$ cat config.mk
export PLATFORM = sky130hd
export DESIGN_NAME = multicycle_control_flat
export DESIGN_NICKNAME = d
export VERILOG_FILES = /design/src/rtl/multicycle_control_pkg.sv /design/src/rtl/multicycle_control_if.sv /design/src/rtl/multicycle_control_alu_op_decode.sv /design/src/rtl/multicycle_control.sv /design/src/flat_wrapper.sv
export SDC_FILE = /design/constraint.sdc
export NUM_CORES = 1
export LEC_CHECK = 0
export ABC_AREA = 1
export CAP_MARGIN = 10
export CORE_ASPECT_RATIO = 1.75
export CORE_UTILIZATION = 38
export DETAILED_ROUTE_END_ITERATION = 8
export PLACE_DENSITY = 0.95
export SLEW_MARGIN = 20
export SYNTH_ARGS = -nofsm -noshare
export SYNTH_HDL_FRONTEND = slang
export SYNTH_SLANG_ARGS = --single-unit
$ cat constraint.sdc
create_clock -name clk -period 4.2 [get_ports clk]
set_input_delay 0.84 -clock clk [delete_from_list [all_inputs] [get_ports clk]]
set_output_delay 0.84 -clock clk [all_outputs]
set_load 0.005 [all_outputs]
$ cat src/rtl/multicycle_control_pkg.sv
// Shared constants for the multi-cycle RV32I control unit: ALU op codes,
// opcodes, mux selects, the FSM state type and the control-word struct.
package mc_pkg;

    localparam logic [4:0] ALU_ADD   = 5'b00000;
    localparam logic [4:0] ALU_SLL   = 5'b00001;
    localparam logic [4:0] ALU_SLT   = 5'b00010;
    localparam logic [4:0] ALU_SLTU  = 5'b00011;
    localparam logic [4:0] ALU_XOR   = 5'b00100;
    localparam logic [4:0] ALU_SRL   = 5'b00101;
    localparam logic [4:0] ALU_OR    = 5'b00110;
    localparam logic [4:0] ALU_AND   = 5'b00111;
    localparam logic [4:0] ALU_SUB   = 5'b01000;
    localparam logic [4:0] ALU_SRA   = 5'b01101;
    localparam logic [4:0] ALU_PASSB = 5'b11111;

    localparam logic [6:0] OP_R      = 7'b0110011;
    localparam logic [6:0] OP_I      = 7'b0010011;
    localparam logic [6:0] OP_LOAD   = 7'b0000011;
    localparam logic [6:0] OP_STORE  = 7'b0100011;
    localparam logic [6:0] OP_BRANCH = 7'b1100011;
    localparam logic [6:0] OP_JAL    = 7'b1101111;
    localparam logic [6:0] OP_JALR   = 7'b1100111;
    localparam logic [6:0] OP_LUI    = 7'b0110111;
    localparam logic [6:0] OP_AUIPC  = 7'b0010111;

    localparam logic [1:0] PC_SRC_ALU    = 2'd0;
    localparam logic [1:0] PC_SRC_JALR   = 2'd1;
    localparam logic [1:0] PC_SRC_BRANCH = 2'd2;
    localparam logic       ADDR_PC       = 1'b0;
    localparam logic       ADDR_ALU      = 1'b1;
    localparam logic [1:0] SRC_A_PC      = 2'd0;
    localparam logic [1:0] SRC_A_RS1     = 2'd1;
    localparam logic [1:0] SRC_A_OLD_PC  = 2'd2;
    localparam logic [1:0] SRC_B_RS2     = 2'd0;
    localparam logic [1:0] SRC_B_IMM     = 2'd1;
    localparam logic [1:0] SRC_B_FOUR    = 2'd2;
    localparam logic [1:0] RES_ALU       = 2'd0;
    localparam logic [1:0] RES_MEM       = 2'd1;
    localparam logic [1:0] RES_PC4       = 2'd2;

    typedef enum logic [3:0] {
        FETCH, DECODE, EXEC_R, EXEC_I, LUI, AUIPC, ADDR, MEM_RD,
        MEM_WR, WB_ALU, WB_MEM, BRANCH, JAL, JALR, TRAP
    } state_t;

    typedef struct packed {
        logic       pc_write;
        logic [1:0] pc_src;
        logic       ir_write;
        logic       mem_req;
        logic       mem_we;
        logic       addr_src;
        logic [1:0] alu_src_a;
        logic [1:0] alu_src_b;
        logic [4:0] alu_op;
        logic       reg_write;
        logic [1:0] result_src;
        logic       trap;
    } ctrl_t;

endpackage

$ cat src/rtl/multicycle_control_if.sv
// Single-port memory handshake between the control FSM (master) and memory.
interface multicycle_control_if;
    logic mem_req;
    logic mem_we;
    logic addr_src;
    logic mem_ready;

    modport master (output mem_req, output mem_we, output addr_src, input mem_ready);
    modport slave  (input mem_req, input mem_we, input addr_src, output mem_ready);
endinterface

$ cat src/rtl/multicycle_control_alu_op_decode.sv
// Maps opcode/funct3/funct7[5] to the ALU's 5-bit AluOp for R, I and branch forms.
module alu_op_decode
    import mc_pkg::*;
(
    input  logic [6:0] opcode,
    input  logic [2:0] funct3,
    input  logic       funct7_5,
    output logic [4:0] alu_op
);

    always_comb begin
        alu_op = ALU_ADD;
        case (opcode)
            OP_R:   alu_op = {1'b0, funct7_5, funct3};
            // Immediate forms only honour bit 30 for SRAI; elsewhere it is immediate data.
            OP_I:   alu_op = {1'b0, funct7_5 & (funct3 == 3'b101), funct3};
            OP_BRANCH: begin
                case (funct3[2:1])
                    2'b00:   alu_op = ALU_SUB;
                    2'b10:   alu_op = ALU_SLT;
                    2'b11:   alu_op = ALU_SLTU;
                    default: alu_op = ALU_ADD;
                endcase
            end
            default: alu_op = ALU_ADD;
        endcase
    end

endmodule

$ cat src/rtl/multicycle_control.sv
// Multi-cycle RV32I control FSM. Optional retired-instruction counter is
// enabled by defining MC_RETIRE_CNT_EN.
module multicycle_control
    import mc_pkg::*;
#(
    parameter logic [31:0] RESET_PC    = 32'h0000_0000,
    parameter int          MEM_TIMEOUT = 16
) (
    input  logic                 clk,
    input  logic                 rst,
    input  logic [31:0]          instr,
    multicycle_control_if.master mem,
    input  logic                 alu_zero,
    input  logic                 alu_lsb,
    output logic [31:0]          pc_reset_val,
    output logic                 pc_write,
    output logic [1:0]           pc_src,
    output logic                 ir_write,
    output logic [1:0]           alu_src_a,
    output logic [1:0]           alu_src_b,
    output logic [4:0]           alu_op,
    output logic                 reg_write,
    output logic [1:0]           result_src,
    output logic                 trap
`ifdef MC_RETIRE_CNT_EN
    ,
    output logic [31:0]          retired
`endif
);

    localparam int CNT_W = (MEM_TIMEOUT > 1) ? $clog2(MEM_TIMEOUT + 1) : 1;
    localparam logic [CNT_W-1:0] TIMEOUT_LAST = CNT_W'((MEM_TIMEOUT > 0) ? MEM_TIMEOUT - 1 : 0);

    state_t           state;
    state_t           next_state;
    logic             rst_hold;
    logic [CNT_W-1:0] wait_cnt;
    logic             waiting;
    logic             timeout;
    logic             branch_cond;
    logic             branch_taken;
    logic [4:0]       decoded_op;
    ctrl_t            cw;
    logic             unused_instr_bits;

    assign unused_instr_bits = ^{instr[31], instr[29:15], instr[11:7]};

    alu_op_decode u_alu_op_decode (
        .opcode   (instr[6:0]),
        .funct3   (instr[14:12]),
        .funct7_5 (instr[30]),
        .alu_op   (decoded_op)
    );

    assign waiting      = (state == FETCH || state == MEM_RD || state == MEM_WR) && !mem.mem_ready;
    assign timeout      = (MEM_TIMEOUT != 0) && waiting && (wait_cnt == TIMEOUT_LAST);
    assign branch_cond  = instr[14] ? alu_lsb : alu_zero;
    assign branch_taken = (instr[14:13] != 2'b01) && (branch_cond ^ instr[12]);

    // rst_hold keeps outputs quiet for the cycle after reset so a request in
    // flight is dropped one cycle later and nothing is written back.
    always_ff @(posedge clk) begin
        rst_hold <= rst;
        if (rst) state <= FETCH;
        else     state <= next_state;
    end

    always_ff @(posedge clk) begin
        if (rst || rst_hold || !waiting) wait_cnt <= '0;
        else                             wait_cnt <= wait_cnt + CNT_W'(1);
    end

    always_comb begin
        next_state = state;
        if (rst_hold) begin
            next_state = FETCH;
        end else begin
            case (state)
                FETCH:  if (mem.mem_ready) next_state = DECODE; else if (timeout) next_state = TRAP;
                DECODE: begin
                    case (instr[6:0])
                        OP_R:               next_state = EXEC_R;
                        OP_I:               next_state = EXEC_I;
                        OP_LOAD, OP_STORE:  next_state = ADDR;
                        OP_BRANCH:          next_state = BRANCH;
                        OP_JAL:             next_state = JAL;
                        OP_JALR:            next_state = JALR;
                        OP_LUI:             next_state = LUI;
                        OP_AUIPC:           next_state = AUIPC;
                        default:            next_state = TRAP;
                    endcase
                end
                EXEC_R, EXEC_I, LUI, AUIPC: next_state = WB_ALU;
                ADDR:   next_state = (instr[6:0] == OP_STORE) ? MEM_WR : MEM_RD;
                MEM_RD: if (mem.mem_ready) next_state = WB_MEM; else if (timeout) next_state = TRAP;
                MEM_WR: if (mem.mem_ready) next_state = FETCH;  else if (timeout) next_state = TRAP;
                WB_ALU, WB_MEM, BRANCH, JAL, JALR: next_state = FETCH;
                TRAP:    next_state = TRAP;
                default: next_state = FETCH;
            endcase
        end
    end

    always_comb begin
        cw        = '0;
        cw.alu_op = ALU_ADD;
        case (state)
            FETCH: begin
                cw.mem_req   = 1'b1;
                cw.addr_src  = ADDR_PC;
                cw.alu_src_a = SRC_A_PC;
                cw.alu_src_b = SRC_B_FOUR;
                cw.ir_write  = mem.mem_ready;
                cw.pc_write  = mem.mem_ready;
                cw.pc_src    = PC_SRC_ALU;
            end
            // Branch target is formed here so BRANCH can use the ALU for the compare.
            DECODE: begin cw.alu_src_a = SRC_A_OLD_PC; cw.alu_src_b = SRC_B_IMM; end
            EXEC_R: begin cw.alu_src_a = SRC_A_RS1; cw.alu_src_b = SRC_B_RS2; cw.alu_op = decoded_op; end
            EXEC_I: begin cw.alu_src_a = SRC_A_RS1; cw.alu_src_b = SRC_B_IMM; cw.alu_op = decoded_op; end
            LUI:    begin cw.alu_src_b = SRC_B_IMM; cw.alu_op = ALU_PASSB; end
            AUIPC:  begin cw.alu_src_a = SRC_A_OLD_PC; cw.alu_src_b = SRC_B_IMM; end
            ADDR:   begin cw.alu_src_a = SRC_A_RS1; cw.alu_src_b = SRC_B_IMM; end
            MEM_RD: begin cw.mem_req = 1'b1; cw.addr_src = ADDR_ALU; end
            MEM_WR: begin cw.mem_req = 1'b1; cw.addr_src = ADDR_ALU; cw.mem_we = 1'b1; end
            WB_ALU: begin cw.reg_write = 1'b1; cw.result_src = RES_ALU; end
            WB_MEM: begin cw.reg_write = 1'b1; cw.result_src = RES_MEM; end
            BRANCH: begin
                cw.alu_src_a = SRC_A_RS1;
                cw.alu_src_b = SRC_B_RS2;
                cw.alu_op    = decoded_op;
                cw.pc_write  = branch_taken;
                cw.pc_src    = PC_SRC_BRANCH;
            end
            JAL: begin
                cw.reg_write = 1'b1; cw.result_src = RES_PC4;
                cw.pc_write  = 1'b1; cw.pc_src     = PC_SRC_BRANCH;
            end
            JALR: begin
                cw.alu_src_a = SRC_A_RS1; cw.alu_src_b = SRC_B_IMM;
                cw.reg_write = 1'b1; cw.result_src = RES_PC4;
                cw.pc_write  = 1'b1; cw.pc_src     = PC_SRC_JALR;
            end
            TRAP:    cw.trap = 1'b1;
            default: cw = '0;
        endcase
        if (rst_hold) cw = '0;
    end

    assign pc_reset_val = RESET_PC;
    assign pc_write     = cw.pc_write;
    assign pc_src       = cw.pc_src;
    assign ir_write     = cw.ir_write;
    assign mem.mem_req  = cw.mem_req;
    assign mem.mem_we   = cw.mem_we;
    assign mem.addr_src = cw.addr_src;
    assign alu_src_a    = cw.alu_src_a;
    assign alu_src_b    = cw.alu_src_b;
    assign alu_op       = cw.alu_op;
    assign reg_write    = cw.reg_write;
    assign result_src   = cw.result_src;
    assign trap         = cw.trap;

`ifdef MC_RETIRE_CNT_EN
    logic retire_evt;
    assign retire_evt = !rst_hold && (next_state == FETCH) &&
                        (state inside {WB_ALU, WB_MEM, MEM_WR, BRANCH, JAL, JALR});

    always_ff @(posedge clk) begin
        if (rst)             retired <= '0;
        else if (retire_evt) retired <= retired + 32'd1;
    end
`endif

endmodule
$ cat src/flat_wrapper.sv
// flat-port wrapper written by rule: the top's interface ports become plain ports
module multicycle_control_flat import mc_pkg::*;
#(
    parameter logic [31:0] RESET_PC    = 32'h0000_0000,
    parameter int          MEM_TIMEOUT = 16
)
  (clk, rst, instr, alu_zero, alu_lsb, pc_reset_val, pc_write, pc_src, ir_write, alu_src_a, alu_src_b, alu_op, reg_write, result_src, trap, mem_mem_req, mem_mem_we, mem_addr_src, mem_mem_ready);
  multicycle_control_if mem_i ();
  input  logic clk;
  input  logic rst;
  input  logic [31:0] instr;
  input  logic alu_zero;
  input  logic alu_lsb;
  output logic [31:0] pc_reset_val;
  output logic pc_write;
  output logic [1:0] pc_src;
  output logic ir_write;
  output logic [1:0] alu_src_a;
  output logic [1:0] alu_src_b;
  output logic [4:0] alu_op;
  output logic reg_write;
  output logic [1:0] result_src;
  output logic trap;
  output wire logic [$bits(mem_i.mem_req)-1:0] mem_mem_req;
  output wire logic [$bits(mem_i.mem_we)-1:0] mem_mem_we;
  output wire logic [$bits(mem_i.addr_src)-1:0] mem_addr_src;
  input wire logic [$bits(mem_i.mem_ready)-1:0] mem_mem_ready;
  assign mem_mem_req = mem_i.mem_req;
  assign mem_mem_we = mem_i.mem_we;
  assign mem_addr_src = mem_i.addr_src;
  assign mem_i.mem_ready = mem_mem_ready;
  multicycle_control #(.RESET_PC(RESET_PC), .MEM_TIMEOUT(MEM_TIMEOUT)) u_core (.clk(clk), .rst(rst), .instr(instr), .mem(mem_i), .alu_zero(alu_zero), .alu_lsb(alu_lsb), .pc_reset_val(pc_reset_val), .pc_write(pc_write), .pc_src(pc_src), .ir_write(ir_write), .alu_src_a(alu_src_a), .alu_src_b(alu_src_b), .alu_op(alu_op), .reg_write(reg_write), .result_src(result_src), .trap(trap));
endmodule
# == Word-level counts from Yosys, hierarchy flattened ==
# Index checks and enable logic that the tools add are counted.
# op_classes
addsub,1
eq_ne,28
muxes,21
bitwise_logic,2
n_reduce_logical,21
# op_table
cell,n
$pmux W4 S8,1
$eq A4 B4 Y1 const B,7
$pmux W4 S7,1
$pmux W4 S3,2
$eq A7 B6 Y1 const B,3
$eq A7 B7 Y1 const B,3
$mux W20,1
$mux W4,5
$eq A4 B3 Y1 const B,4
$eq A7 B5 Y1 const B,2
$pmux W3 S4,1
$pmux W5 S2,1
$reduce_or A2 Y1,5
$pmux W3 S3,1
$eq A4 B2 Y1 const B,2
$pmux W2 S2,2
$eq A7 B2 Y1 const B,1
$mux W1,6
$reduce_or A3 Y1,2
$reduce_or A6 Y1,1
$add A5 B1 Y5 const B,1
$eq A5 B4 Y1 const B,1
$reduce_or A5 Y1,1
$eq A2 B2 Y1 const B,2
other kinds (11),17
# totals
ff_bits,10
in_bits,37
out_inout_bits,52
word_cells,76

# == Depth between registers and ports, before layout ==
# depth
depth_word,8
depth_mapped,10
mapped_depth_nobuf,10

# == Cells and area by module ==
# From an unflattened synthesis, not the netlist that was laid out.
# unflattened
cells_unflattened,229
area_unflattened_um2,1307.5
# modules_own_cells
module,instances,cells_each,area_each_um2,seq_area_each_um2
multicycle_control,1,193,1142.3,200.2
alu_op_decode,1,36,165.2,0.0

# == Least setup slack after synthesis ==
# No wires, ideal clock.
# synth_timing
path_type,in2out
from,input port instr[3]
to,output port alu_op[3]
arrival_ns,1.603
required_time_ns,3.360
path_slack_ns,1.757
cell_stages,9
n_path_buf,0
path_cell_list,inv_1 nand2_1 nor2_1 nand2_1 inv_1 nor2_1 nor3b_2 nand2_1 nand2_1
# synth_via
elab_chain_len,4
elab_cells_between_ends,6
classes_between,eq/ne: 3; mux: 3
# synth_lines
element,line,rtl
from (decl),flat_wrapper.sv:11,input logic [31:0] instr;
$eq A7 B7 Y1 (tied with other cells),multicycle_control_alu_op_decode.sv:13,case (opcode)
$pmux W4 S3 (*),multicycle_control_alu_op_decode.sv:13,
$pmux W5 S2 (*),multicycle_control.sv:107,case (state)
$mux W20 (*),multicycle_control.sv:147,if (rst_hold) cw = '0;
to (decl),flat_wrapper.sv:20,output logic [4:0] alu_op;
# Mark *: on every way between the ends. The rest lies on a longest branch, timed or not.

# == Worst setup path in the final report ==
# layout_timing
from,input port instr[1]
to,output port alu_op[3]
# Same word-level chain as after synthesis.

==> flow_metrics.tcl <==
set metrics [dict create \
    grt_max_degree 21 \
    drtIter0Drc 34 \
    grt_first_pass_wirelength_um 4680 \
    synth.top_cells.by_area "buf_4, dfxtp_1, nand2_1" \
    synth.avg_cell_area_sq_um 5.78 \
    min_to "u_core.wait_cnt[0]" \
    path_common_cell "nand2_1" \
    crit_type "in -> out" \
    cts_tree "done" \
    finalSetupViolCount 0 \
    synthAdderAreaFrac_pct 2.01 \
    min_period_over_period_pct 83.8 \
    num_rows 27 \
    place_hpwl_um 2320 \
    post_cts_buffers 0 \
    vias 1300 \
    routed_wl_um 2710 \
    cts_made_buffers 3 \
    core_sq_um 3140 \
    worstMarginPinSlew_ns 0.659 \
    peakVddDrop_v 0.000214 \
    wl_per_cell_um 9.20 \
    multi_input_area_sq_um 792 \
    syn_area_sq_um 1240 \
    antenna_found_initial 0 \
    final_common_cell "nand2_1" \
    crit_chain "clkdlybuf4s50_1 > nand2_1 > nor2_1 > nand2_1 > inv_1 > nor2_1 > nor3b_2 > nand2_1 > nand2_1 > clkdlybuf4s50_1" \
    io_pins 89 \
    max_stage_delay_ns 0.49 \
    cp-start-kind "input pin" \
    ys_ff_latch 10 \
    cts_root_buffer "clkbuf_8" \
    cp-end-kind "output pin" \
    post_route_cells_drive_above_1_share_pct 7.97 \
    p_per_area_nw_per_um2 198 \
    globalRouteTotalUtil_pct 17.2 \
    status "complete, no violations" \
    rrSetupSlack_ns 2.79 \
    r2r_end "u_core.state[0]" \
    synthSimpleGateAreaFrac_pct 41.4 \
    synth.distinct_cells 27 \
    insertion_delay_ns 0.23 \
    synthCells 215 \
    ant_nets 0 \
    ctsHtreeMaxLevel 1 \
    holdCritStartpoint "u_core.wait_cnt[0]" \
    num_antenna_cells 0 \
    die_h_um 77.7 \
    clk_pin_slew_ns 0.05 \
    finClkSkew_ns 0.00241 \
    yosysWarnings 0 \
    arrival_ns 2.68 \
    slowest_stage "clkdlybuf4s50_1" \
    finalNetCount 291 \
    max_slew_margin_pct 56.0 \
    ff_latch_area_sq_um 200 \
    cts_resized 0 \
    firstDrtPassIters 6 \
    fin_crit_ns 3.52 \
    gp_congestion 0.906 \
    final_cells 294 \
    synth_largest_area_cell "buf_4" \
    synth_top_family_by_area "simple AND/OR/NAND/NOR gates" \
    yosysSeqAreaShare_pct 16.1 \
    final_cell_area_sq_um 1570 \
    die_w_um 45.2 \
    place_area_sq_um 1520 \
    layout_common_cells "nand2_1, clkdlybuf4s50_1, nor2_1, conb_1, inv_1" \
    rr_worst_depth 8 \
    grt.overflow.total 0 \
    max_freq_mhz 284 \
    synth-xor-area-share_pct 0.704 \
    yosys-mux-area-fraction_pct 0 \
    synth_compound_area_share_pct 9.86 \
    clock_sinks 10 \
    yosys.area.top_type_share_pct 19.3 \
    grt_pass1_vias 1202 \
    hold_violations 0 \
    r2r-start "u_core.state[2]" \
    maxCapViolCount 0 \
    rsz0062_at_grt "false" \
    placed_cells 290 \
    min_path_cells 1 \
    critical_path.max_fanout 4 \
    clock_path_buffers 2 \
    design.die.area_sq_um 3510 \
    final-max-slew-violation-count 0 \
    crit_required_ns 3.36 \
    p_leak_nw 0.798 \
    io_buffers 35 \
    drc_errors 0 \
    area_growth_syn_to_layout_pct 26.4 \
    start_util_pct 39.6 \
    fill_cells 338 \
    vias_per_cell 4.42 \
    setup_tns_ns 0 \
    hold_class "reg -> reg" \
    fin_hold_ws_ns 0.449 \
    cts_hold_buf 0 \
]
-- cell usage after synthesis --
library cell / n
nor2_4: 2
and3_1: 1
conb_1: 1
ha_1: 2
nand3_1: 10
xor2_1: 1
inv_1: 29
a31oi_1: 4
nand2_2: 2
o211ai_1: 1
dfxtp_1: 10
or2_2: 1
nor3b_2: 2
o21ai_0: 6
nand2_1: 50
buf_4: 32
clkbuf_1: 2
nand3b_1: 1
nor3_1: 2
nand4_1: 1
nor2_2: 3
inv_2: 3
nor2_1: 33
nand2_4: 2
a21oi_1: 12
nor4_1: 1
nand3_2: 1
-- state kept, by name (all words and copies together), names as in the netlist --
signal	count
u_core.rst_hold	1
u_core.state	4
u_core.wait_cnt	5
-- worst max-delay path, delay by kind of cell --
family / cells / cell delay (ns)
buf+inv: 3 / 1.09
simple gates: 7 / 0.76
-- per-layer routing --
layer | wire [um] | share of wire [%] | GRT usage (%) | vias up
met3 | 129 | 4.8 | 1.40 | 6
met5 | 0 | 0 | 0 | -
li1 | - | - | - | 676
met2 | 1560 | 57 | 34.1 | 55
met1 | 972 | 36 | 16.5 | 563
met4 | 48 | 1.8 | 7.27 | 0
-- cell families after synthesis --
logic type,after synthesis
AO/OA/AOI/OAI,23
XOR/XNOR,1
adder cells (fa/ha/maj),2
buffers and inverters,66
flip-flops,10
other,1
AND/OR/NAND/NOR,112
-- worst max-delay path by stage --
stage	start	end	slack, ns
2_1_floorplan	instr[3]	alu_op[3]	1.76
3_3_place_gp	instr[5]	alu_op[0]	0.69
3_5_place_dp	instr[5]	alu_op[0]	0.68
4_1_cts	instr[5]	alu_op[0]	0.67
5_1_grt	instr[5]	alu_op[0]	0.48
6_report	instr[1]	alu_op[3]	0.68
-- report_power, final --
group          switching [mW]  leakage (nW)  total (mW)  internal [mW]
Clock                  0.0355        0.0288       0.118         0.0822
Sequential            0.00708        0.0814       0.105         0.0984
Combinational          0.0475         0.688      0.0873         0.0397
-- through the flow --
step                total power [mW]  worst slack (ns)  utilization [%]
floorplan                      0.177              1.76                -
global placement               0.192             0.695             48.3
detailed placement             0.194             0.684             48.3
CTS                            0.315             0.675             50.0
global route                   0.332             0.484             50.0
finish                         0.310             0.682             50.0
-- cell type report --
class | instances | area share (%)
inverter | 32 | 7.64
timing repair buffer | 35 | 22.3
clock buffer | 4 | 3.50
sequential | 10 | 12.7
multi-input combinational | 170 | 50.4
tap | 43 | 3.42
(Power assumes the default switching activity.)
